`config.mk`:
```
export PLATFORM = sky130hd
export DESIGN_NAME = sext_pipe
export DESIGN_NICKNAME = d
export VERILOG_FILES = /design/src/rtl/sext_pkg.sv /design/src/rtl/sext_core.sv /design/src/rtl/sext_pipe.sv
export SDC_FILE = /design/constraint.sdc
export NUM_CORES = 1
export LEC_CHECK = 0
export CAP_MARGIN = 20
export CORE_ASPECT_RATIO = 1.75
export CORE_MARGIN = 2
export CORE_UTILIZATION = 68
export DETAILED_ROUTE_END_ITERATION = 8
export DONT_BUFFER_PORTS = 1
export PLACE_DENSITY = 0.84
export SYNTH_ARGS = -nofsm -noshare
export SYNTH_HDL_FRONTEND = slang
export SYNTH_HIERARCHICAL = 1
export SYNTH_SLANG_ARGS = --single-unit
```
`constraint.sdc`:
```
create_clock -name clk_i -period 2.55 [get_ports clk_i]
set_input_delay 0.1275 -clock clk_i [delete_from_list [all_inputs] [get_ports clk_i]]
set_output_delay 0.1275 -clock clk_i [all_outputs]
set_load 0.05 [all_outputs]
```
`src/rtl/sext_pkg.sv`:
```
// Shared definitions for the miniRV immediate generator: op encodings and legality check.
package sext_pkg;

  localparam int SEXT_OP_W = 4;

  localparam logic [SEXT_OP_W-1:0] SEXT_NONE = 4'd0;
  localparam logic [SEXT_OP_W-1:0] SEXT_I    = 4'd1;
  localparam logic [SEXT_OP_W-1:0] SEXT_S    = 4'd2;
  localparam logic [SEXT_OP_W-1:0] SEXT_B    = 4'd3;
  localparam logic [SEXT_OP_W-1:0] SEXT_J    = 4'd4;
  localparam logic [SEXT_OP_W-1:0] SEXT_U    = 4'd5;
  localparam logic [SEXT_OP_W-1:0] SEXT_Z    = 4'd6;
  localparam logic [SEXT_OP_W-1:0] SEXT_SH   = 4'd7;

  // Encodings 8..15 are reserved and flagged as errors.
  function automatic logic is_legal_op(input logic [SEXT_OP_W-1:0] op);
    return op <= SEXT_SH;
  endfunction

endpackage

```
`src/rtl/sext_core.sv`:
```
// Combinational immediate decode from instruction bits [31:7], extended to XLEN.
module sext_core
  import sext_pkg::*;
#(
  parameter int XLEN = 32
) (
  input  logic [24:0]          inst_i,
  input  logic [SEXT_OP_W-1:0] sext_op_i,
  output logic [XLEN-1:0]      imme_o,
  output logic                 err_o
);

  if (XLEN != 32 && XLEN != 64) begin : g_bad_xlen
    $error("sext_core: XLEN must be 32 or 64");
  end

  localparam int SHW = (XLEN == 64) ? 6 : 5;

  // Renumber so field slices read exactly like the ISA manual.
  logic [31:7] ins;
  assign ins = inst_i;

  // NOTE: every output gets a default first so no path through the case infers a latch.
  always_comb begin
    imme_o = '0;
    err_o  = !is_legal_op(sext_op_i);
    case (sext_op_i)
      SEXT_I:  imme_o = XLEN'($signed(ins[31:20]));
      SEXT_S:  imme_o = XLEN'($signed({ins[31:25], ins[11:7]}));
      SEXT_B:  imme_o = XLEN'($signed({ins[31], ins[7], ins[30:25], ins[11:8], 1'b0}));
      SEXT_J:  imme_o = XLEN'($signed({ins[31], ins[19:12], ins[20], ins[30:21], 1'b0}));
      SEXT_U:  imme_o = XLEN'($signed({ins[31:12], 12'b0}));
      SEXT_Z:  imme_o = XLEN'(ins[19:15]);
      SEXT_SH: imme_o = XLEN'(ins[20 +: SHW]);
      default: imme_o = '0;
    endcase
  end

endmodule

```
`src/rtl/sext_pipe.sv`:
```
// Registered immediate generator with valid/ready handshake, optional skid entry, tag and flush.
module sext_pipe
  import sext_pkg::*;
#(
  parameter int XLEN  = 32,
  parameter int TAG_W = 5,
  parameter int SKID  = 1
) (
  input  logic                 clk_i,
  input  logic                 rst_i,
  input  logic [24:0]          inst_i,
  input  logic [SEXT_OP_W-1:0] sext_op_i,
  input  logic [TAG_W-1:0]     tag_i,
  input  logic                 valid_i,
  output logic                 ready_o,
  input  logic                 flush_i,
  output logic [XLEN-1:0]      imme_o,
  output logic [TAG_W-1:0]     tag_o,
  output logic                 err_o,
  output logic                 valid_o,
  input  logic                 ready_i
);

  typedef struct packed {
    logic [XLEN-1:0]  imme;
    logic [TAG_W-1:0] tag;
    logic             err;
  } entry_t;

  logic [XLEN-1:0] dec_imme;
  logic            dec_err;
  entry_t          in_e;
  entry_t          m_q;
  logic            m_valid_q;
  logic            accept;

  sext_core #(.XLEN(XLEN)) u_core (
    .inst_i    (inst_i),
    .sext_op_i (sext_op_i),
    .imme_o    (dec_imme),
    .err_o     (dec_err)
  );

  assign in_e   = '{imme: dec_imme, tag: tag_i, err: dec_err};
  assign accept = valid_i && ready_o;

  if (SKID != 0) begin : g_skid
    entry_t k_q;
    logic   k_valid_q;

    // Ready depends only on the skid flag, so it never combinationally follows ready_i.
    assign ready_o = !rst_i && !k_valid_q;

    // NOTE: data registers are reset too because the outputs must read zero after reset.
    always_ff @(posedge clk_i) begin
      if (rst_i) begin
        m_valid_q <= 1'b0;
        k_valid_q <= 1'b0;
        m_q       <= '0;
        k_q       <= '0;
      end else if (flush_i) begin
        m_valid_q <= 1'b0;
        k_valid_q <= 1'b0;
      end else if (!m_valid_q || ready_i) begin
        if (k_valid_q) begin
          m_q       <= k_q;
          m_valid_q <= 1'b1;
          k_valid_q <= 1'b0;
        end else if (accept) begin
          m_q       <= in_e;
          m_valid_q <= 1'b1;
        end else begin
          m_valid_q <= 1'b0;
        end
      end else if (accept) begin
        k_q       <= in_e;
        k_valid_q <= 1'b1;
      end
    end
  end else begin : g_noskid
    assign ready_o = !rst_i && (!m_valid_q || ready_i);

    always_ff @(posedge clk_i) begin
      if (rst_i) begin
        m_valid_q <= 1'b0;
        m_q       <= '0;
      end else if (flush_i) begin
        m_valid_q <= 1'b0;
      end else if (!m_valid_q || ready_i) begin
        m_valid_q <= accept;
        if (accept) m_q <= in_e;
      end
    end
  end

  assign valid_o = m_valid_q;
  assign imme_o  = m_q.imme;
  assign tag_o   = m_q.tag;
  assign err_o   = m_q.err;

endmodule

```
=== Word-level counts from Yosys, hierarchy flattened ===
Cells that the tools add are included.

* Bits in registers: 78
* Bits of input ports: 39
* Output and inout port bits: 40
* Logic and storage cells: 35

* Order comparisons: 1
* Eq/ne operators: 7
* Muxes and demuxes: 5
* Bitwise gates (word level): 2
* Reduce and logical (&&, ||, !) cells: 12

{| class="wikitable"
|+ Operators with widths
! cell !! number
|-
| 32-bit one-hot mux with 7 select lines || 1
|-
| 38-bit two-way mux || 2
|-
| 4-bit by 3-bit equality test with 1-bit output (second input constant) || 4
|-
| 4-bit by 2-bit equality test with 1-bit output (second input constant) || 2
|-
| 3-bit AND reduction || 2
|-
| 4-bit by 1-bit equality test with 1-bit output (second input constant) || 1
|-
| 4-bit by 3-bit less-or-equal comparator with 1-bit output (second input constant) || 1
|-
| 1-bit logical NOT || 4
|-
| 3-bit OR reduction || 1
|-
| 1-bit logical AND || 2
|-
| 1-bit two-way mux || 2
|-
| 1-bit inverter || 2
|-
| 2-bit nonzero test || 1
|-
| 2-bit OR reduction || 1
|-
| 1-bit logical OR || 1
|}

=== Longest topological paths before layout ===
Gate-level depths: netlist of run 1.

* Depth in word-level cells: 5
* Mapped depth: 8
* Depth with buffers taken out: 6

=== Cells and area by module ===
Netlist of run 1, hierarchy kept.

{| class="wikitable"
|+ By module, submodules not included
! module !! times used !! cells an instance !! area each (um2) !! seq. area each (um2)
|-
| sext_pipe || 1 || 394 || 3604.7 || 1561.5
|-
| sext_core || 1 || 66 || 550.5 || 0.0
|}

=== Worst setup path after synthesis of run 1 ===
Ideal clock, no wire load.

* Path type: register to register
* Start point: reg m_valid_q, in the netlist valid_o
* End point: reg g_skid.k_q[28] (netlist name)
* Setup time: 132 ps
* Arrival: 1615 ps
* Slack: 803 ps
* Cell stages (with the launch flop): 6
* Period minus slack after synthesis: 1747 ps
* Cells stage by stage: dfxtp_1 -> or4b_4 -> buf_6 -> buf_6 -> o21ai_1 -> a21oi_1

* Cells in the longest elaborated chain, start to end: 4

{| class="wikitable"
|+ Ends and longest elaborated chain
! element !! RTL line !! source
|-
| from (decl) || sext_pipe.sv:34 || <nowiki>logic m_valid_q;</nowiki>
|-
| from (signal assigned) || sext_pipe.sv:57 || <nowiki>m_valid_q <= 1'b0;</nowiki>
|-
| from (signal assigned) || sext_pipe.sv:62 || <nowiki>m_valid_q <= 1'b0;</nowiki>
|-
| from (signal assigned) || sext_pipe.sv:67 || <nowiki>m_valid_q <= 1'b1;</nowiki>
|-
| 1-bit logical NOT || sext_pipe.sv:64 || <nowiki>end else if (!m_valid_q || ready_i) begin</nowiki>
|-
| 1-bit logical OR || sext_pipe.sv:64 ||
|-
| 1-bit inverter (no source line) || n/a ||
|-
| 3-bit AND reduction (no source line) || n/a ||
|-
| to (signal assigned) || sext_pipe.sv:76 || <nowiki>k_q <= in_e;</nowiki>
|-
| to (decl) || sext_pipe.sv:48 || <nowiki>entry_t k_q;</nowiki>
|}

Every way passes these cells.
A chain may end at the register's enable or synchronous reset.

=== Worst setup path after layout of run 1 ===
* Start point: reg g_skid.k_valid_q
* End point: reg g_skid.k_q[4] (netlist name)

* Cells in the longest elaborated chain, start to end: 4

{| class="wikitable"
|+ Ends and longest elaborated chain
! element !! RTL line !! source
|-
| from (decl) || sext_pipe.sv:49 || <nowiki>logic k_valid_q;</nowiki>
|-
| from (signal assigned) || sext_pipe.sv:58 || <nowiki>k_valid_q <= 1'b0;</nowiki>
|-
| from (signal assigned) || sext_pipe.sv:63 || <nowiki>k_valid_q <= 1'b0;</nowiki>
|-
| from (signal assigned) || sext_pipe.sv:68 || <nowiki>k_valid_q <= 1'b0;</nowiki>
|-
| 1-bit logical NOT || sext_pipe.sv:52 || <nowiki>assign ready_o = !rst_i && !k_valid_q;</nowiki>
|-
| 1-bit logical AND || sext_pipe.sv:52 ||
|-
| 1-bit logical AND || sext_pipe.sv:45 || <nowiki>assign accept = valid_i && ready_o;</nowiki>
|-
| 3-bit AND reduction (no source line) || n/a ||
|}

Every way passes these cells.

==> results.md, run 1 <==
- GRT Resource Usage Total: 30.3%
- Die W: 63.1 um
- Worst path required time: 2.85 ns
- EDFF count, synth: 0
- Area delta synth->final: 5.84%
- TritonCTS clock tree: yes
- CP max stage cell: dlygate4sd3_1
- Post-Place Cells: 499
- Crit-path leading delay family: buffers and inverters
- Max H-tree Level: 3
- Minimum clock period: 2.31 ns
- Layout Utilization: 74.8%
- Worst-path clk slew: 0.08 ns
- Slew Limit Fails: 0
- Crit start category: flop
- Reg-to-Reg Start: g_skid.k_valid_q$_SDFFE_PP0P_
- Final Setup Violations: 0
- Detailed Route Iter0 Violations: 188
- Hold_sp: rst_i
- Syn_area_per_cell: 9.03 sq um
- Total power: 2.42 mW
- Post-synthesis cell count: 460
- CP Capture Type: flop
- Cell chain of the critical path: buf_6 -> nand2b_1 -> buf_4 -> o21ai_0 -> a21oi_1 -> dlygate4sd3_1
- WL/cell: 18.6 um
- DP HPWL: 5790 um
- N_diodes: 0
- Die height: 107 um
- CTS root buffer: clkbuf_8
- Worst-skew pair later-pin latency: 0.36 ns
- Top area cells in the synthesized netlist: dfxtp_1 (38%), mux2i_1 (9.4%), nor2b_1 (6.0%)
- Antenna violations before repair: 0
- Worst Path Max Fanout: 42
- Post-placement worst setup slack: 0.716 ns
- Fmax: 433 MHz
- Proportion of layout cells with a drive suffix above 1: 12.7%
- IO buf count: 0
- Async set or reset register ratio after synthesis: 0%
- Netlist cell types: 39
- Clock Sinks: 78
- Drt total wl: 9800 um
- Vias per cell: 6.28
- Buffer and inverter count on the worst path: 3
- PD cells: 551 nW/um^2
- Fill count: 439
- CTS Buf Count: 9
- Synth Net Count: 499
- Final worst setup slack: 0.243 ns
- Die footprint: 6780 sq um
- Max stage delay on crit path: 0.60 ns
- Largest net degree at the start of global routing: 63
- Row count: 37
- Final hold violation count: 0
- Core region area: 5880 sq um
- FF+latch count, synth: 78
- Worst-Margin Slew: 0.728 ns
- Fin cells: 526
- Peak supply drop: 0.582 mV
- Drt pass-1 iters: 5
- Number of global-route vias before repair: 3355
- Final hold slack: 0.0106 ns
- Tcrit/Tclk final: 90.5%
- Crit path kind: flop to flop
- Total number of vias: 3305
- Register area share after synthesis: 37.6%
- RSZ-0062 raised after global routing: no
- Initial core utilization: 70.7%
- Skew final: 0.00634 ns
- Routability Congestion: 0.804
- Status: finished, final reports clean
- Hold WC Path Type: input port to flop
- Ports: 79
- Synth Warn #: 6
- Synth Flop Type: dfxtp_1
- Rel. slew slack: 51.2%
- Max_cap viols: 0
- # DRC: 0
- Arrival @ worst endpoint: 2.61 ns
- Leak: 1.71 nW
- Yosys top cell by area: dfxtp_1
- Yosys top cell area share: 37.6%
- Post-layout nets: 482
- Clock Tree Buf Depth: 2
- Final instance area: 4400 sq um
- Gr ovfl total: 0
- Remaining antenna violation count after routing: 0
- Post-Syn Area: 4160 sq um
- Crit path from: g_skid.k_valid_q$_SDFFE_PP0P_
- Total negative slack: 0 ns
- Placed Area: 4070 sq um
- First-pass GRT wire length: 16000 um
## repair_timing
item,CTS,global route
buffers inserted,0,0
hold buffers,11,0
endpoints found under the setup margin,0,1
resized for setup,0,1
hold endpoints to repair,56,0
## state kept, by name, summed over array words and instances, names as in the netlist
signal	count
g_skid.k_q	38
imme_o	32
tag_o	5
err_o	1
g_skid.k_valid_q	1
valid_o	1
## report_power, final
part	switching, mW	internal, mW
Sequential	0.0480	1.23
Combinational	0.123	0.0961
Clock	0.452	0.475
## cells in the mapped netlist, drive strengths merged, types with 2 or more instances
cell type,count
a21oi,39
o211ai,2
dfxtp,78
xnor2,2
and2,6
o21ai,38
and3,5
nand3,40
mux2i,39
buf,28
a21o,19
a221o,4
inv,2
a211oi,2
nand2b,2
clkbuf,18
mux2,39
nor2b,40
nor3,2
nor2,43
nor4b,3
## placed cells by master, fill, tap and decap left out, drive strengths merged, types with 2 or more instances in the layout
cell,count
nor2b,40
nor4b,3
nor2,43
xnor2,2
clkinv,4
and2,6
o211ai,2
nand2b,2
a21oi,39
a211oi,2
a21o,19
dlygate4sd3,10
clkbuf,10
buf,8
o21ai,38
a221o,4
dfxtp,78
and3,5
nor3,2
inv,2
nand3,40
mux2,39
mux2i,39
## cells by family after synthesis
| group | Yosys count | share of synthesized area, % |
|---|---|---|
| mux | 78 | 20.0 |
| xor+xnor | 2 | 0.422 |
| compound gates | 108 | 15.5 |
| flops | 78 | 37.6 |
| simple gates | 146 | 20.0 |
| buf+inv | 48 | 6.56 |
## final cells by class
| class | instances | area [sq um] | share of cell area [%] |
|---|---|---|---|
| clock buffers | 10 | 138 | 3.13 |
| inverters | 2 | 10.0 | 0.228 |
| flip-flops and latches | 78 | 1560 | 35.5 |
| repair buffers | 18 | 196 | 4.47 |
| multi-input cells | 334 | 2330 | 53.0 |
| well taps | 78 | 97.6 | 2.22 |
| clock inverters | 6 | 61.3 | 1.39 |
## final timing paths
| kind | cells past startpoint | to | slack [ns] |
|---|---|---|---|
| max | 6 | g_skid.k_q[4]$_SDFFE_PP0P_ | 0.24 |
| min | 2 | imme_o[10]$_SDFFE_PP0P_ | 0.01 |
| max reg2reg | 6 | g_skid.k_q[4]$_SDFFE_PP0P_ | 0.24 |
| min reg2reg | 2 | g_skid.k_q[23]$_SDFFE_PP0P_ | 0.48 |
## per-layer routing
layer / up-vias / routed length [um] / GRT usage, %
met2: 141 / 4940 / 51.0
met1: 1548 / 3670 / 32.3
met3: 37 / 748 / 9.73
li1: 1579 / - / -
met4: 0 / 449 / 19.4
met5: - / 0 / 0
No activity file was read; power rests on OpenSTA's default activity.
==> inputs of run 2 (changes only) <==
- CORE_UTILIZATION: 68 -> 51
- PLACE_DENSITY: 0.84 -> 0.66
==> results.md, run 2 (synthesis gave the netlist of run 1 again) <==
- Register with the most flip-flops: g_skid.k_q
- Minimum clock period: 2.20 ns
- CTS root buffer: clkbuf_16
- Status: finished, final reports clean
- Core region area: 7910 sq um
- Crit path kind: flop to flop
- WL/cell: 18.3 um
- Max stage delay on crit path: 0.71 ns
- Crit path from: valid_o$_SDFFE_PP0P_
- Total negative slack: 0 ns
- Skew final: 0.00509 ns
- Largest net degree at the start of global routing: 83
- CTS Buf Count: 9
- Drt pass-1 iters: 4
- Arrival @ worst endpoint: 2.43 ns
- Max FFs per register: 38
- Fin cells: 537
- Total power: 2.73 mW
- Initial core utilization: 52.5%
- Leak: 1.74 nW
- Cell chain of the critical path: buf_4 -> or4b_4 -> o21ai_0 -> a21oi_1 -> dlygate4sd3_1
- Hold WC Path Type: input port to flop
- CP max stage cell: or4b_4
- Hold_sp: rst_i
- TritonCTS clock tree: yes
- IO buf count: 0
- Die footprint: 8910 sq um
- RSZ-0062 raised after global routing: no
- Worst-skew pair later-pin latency: 0.34 ns
- Worst-Margin Slew: 0.675 ns
- Most frequent cells in the layout: dfxtp_1 (77), nor2_1 (42), nand3_1 (40)
- Final Setup Violations: 0
- Max_cap viols: 0
- Vias per cell: 5.99
- Area delta synth->final: 7.62%
- Clock Sinks: 78
- Row count: 43
- Post-CTS Setup Bufs: 0
- Peak supply drop: 0.582 mV
- Antenna violations before repair: 0
- Die height: 123 um
- Post-Place Cells: 512
- Tcrit/Tclk final: 86.4%
- Crit start category: flop
- N_diodes: 0
- PD cells: 611 nW/um^2
- Max H-tree Level: 3
- Final hold slack: 0.00531 ns
- Fmax: 454 MHz
- First-pass GRT wire length: 16100 um
- CP Capture Type: flop
- Ports: 79
- Rel. slew slack: 54.8%
- Clock Tree Buf Depth: 2
- Reg-to-Reg Start: valid_o$_SDFFE_PP0P_
- Remaining antenna violation count after routing: 0
- Worst path required time: 2.77 ns
- Slew Limit Fails: 0
- Total number of vias: 3219
- Die W: 72.2 um
- Final hold violation count: 0
- DP HPWL: 6070 um
- Worst Path Max Fanout: 39
- # DRC: 0
- Number of global-route vias before repair: 3182
- Post-layout nets: 482
- Gr ovfl total: 0
- Proportion of layout cells with a drive suffix above 1: 11.9%
- Worst-path clk slew: 0.06 ns
- Fill count: 738
- GRT Resource Usage Total: 23.3%
- Crit-path leading delay family: buffers and inverters
- Commonest non-fill, non-tap cell in the layout: dfxtp_1
- Detailed Route Iter0 Violations: 186
- Buffer and inverter count on the worst path: 2
- Drt total wl: 9810 um
- Routability Congestion: 0.767
[run 2: cell count changes in the layout (fill, tap and decap cells not counted), sizes merged]
| cell | change |
|---|---|
| buf | +1 |
| dlygate4sd3 | -1 |
| clkbuf | +4 |
| clkinv | -4 |
| clkinvlp | -1 |
[run 2: power by group]
group | total, mW | leakage (nW) | internal (mW) | switching, mW
logic | 0.207 | 0.970 | 0.0924 | 0.114
clock network | 1.25 | 0.137 | 0.780 | 0.465
registers | 1.28 | 0.630 | 1.23 | 0.0481
total | 2.73 | 1.74 | 2.11 | 0.627
[run 2: path summary, 6_finish.rpt]
path,end,slack [ns],cells after the start
hold reg to reg,g_skid.k_q[8]$_SDFFE_PP0P_,0.47,2
hold / removal,imme_o[2]$_SDFFE_PP0P_,0.005,2
setup / recovery,g_skid.k_q[1]$_SDFFE_PP0P_,0.35,5
setup reg to reg,g_skid.k_q[1]$_SDFFE_PP0P_,0.35,5
[run 2: final cells by class]
type	instances	area, sq um	area share [%]
clock buffer	14	254	5.68
clock inverter	1	30.0	0.672
inverter	2	10.0	0.224
multi-input combinational	334	2330	52.2
sequential	78	1560	34.9
tap	90	113	2.52
timing repair buffer	18	170	3.81
[run 2: metal layers]
layer,vias up,wire [um],GRT usage (%)
li1,1571,-,-
met1,1539,3760,26.5
met2,91,5120,39.8
met3,18,658,7.25
met4,0,274,9.91
met5,-,0,0
[run 2: repair_timing]
action,in CTS,in global routing
hold buffers,10,0
resized for setup,0,0
hold endpoints to repair,40,0
setup endpoints to repair,0,0
[run 2: per-stage QoR]
step	utilization (%)	instance area [sq um]	setup slack (ns)
2_1_floorplan	-	4160	0.803
3_3_place_gp	51.6	4080	0.855
3_5_place_dp	51.6	4080	0.832
4_1_cts	56.5	4470	0.343
5_1_grt	56.5	4470	0.246
6_report	56.5	4470	0.347
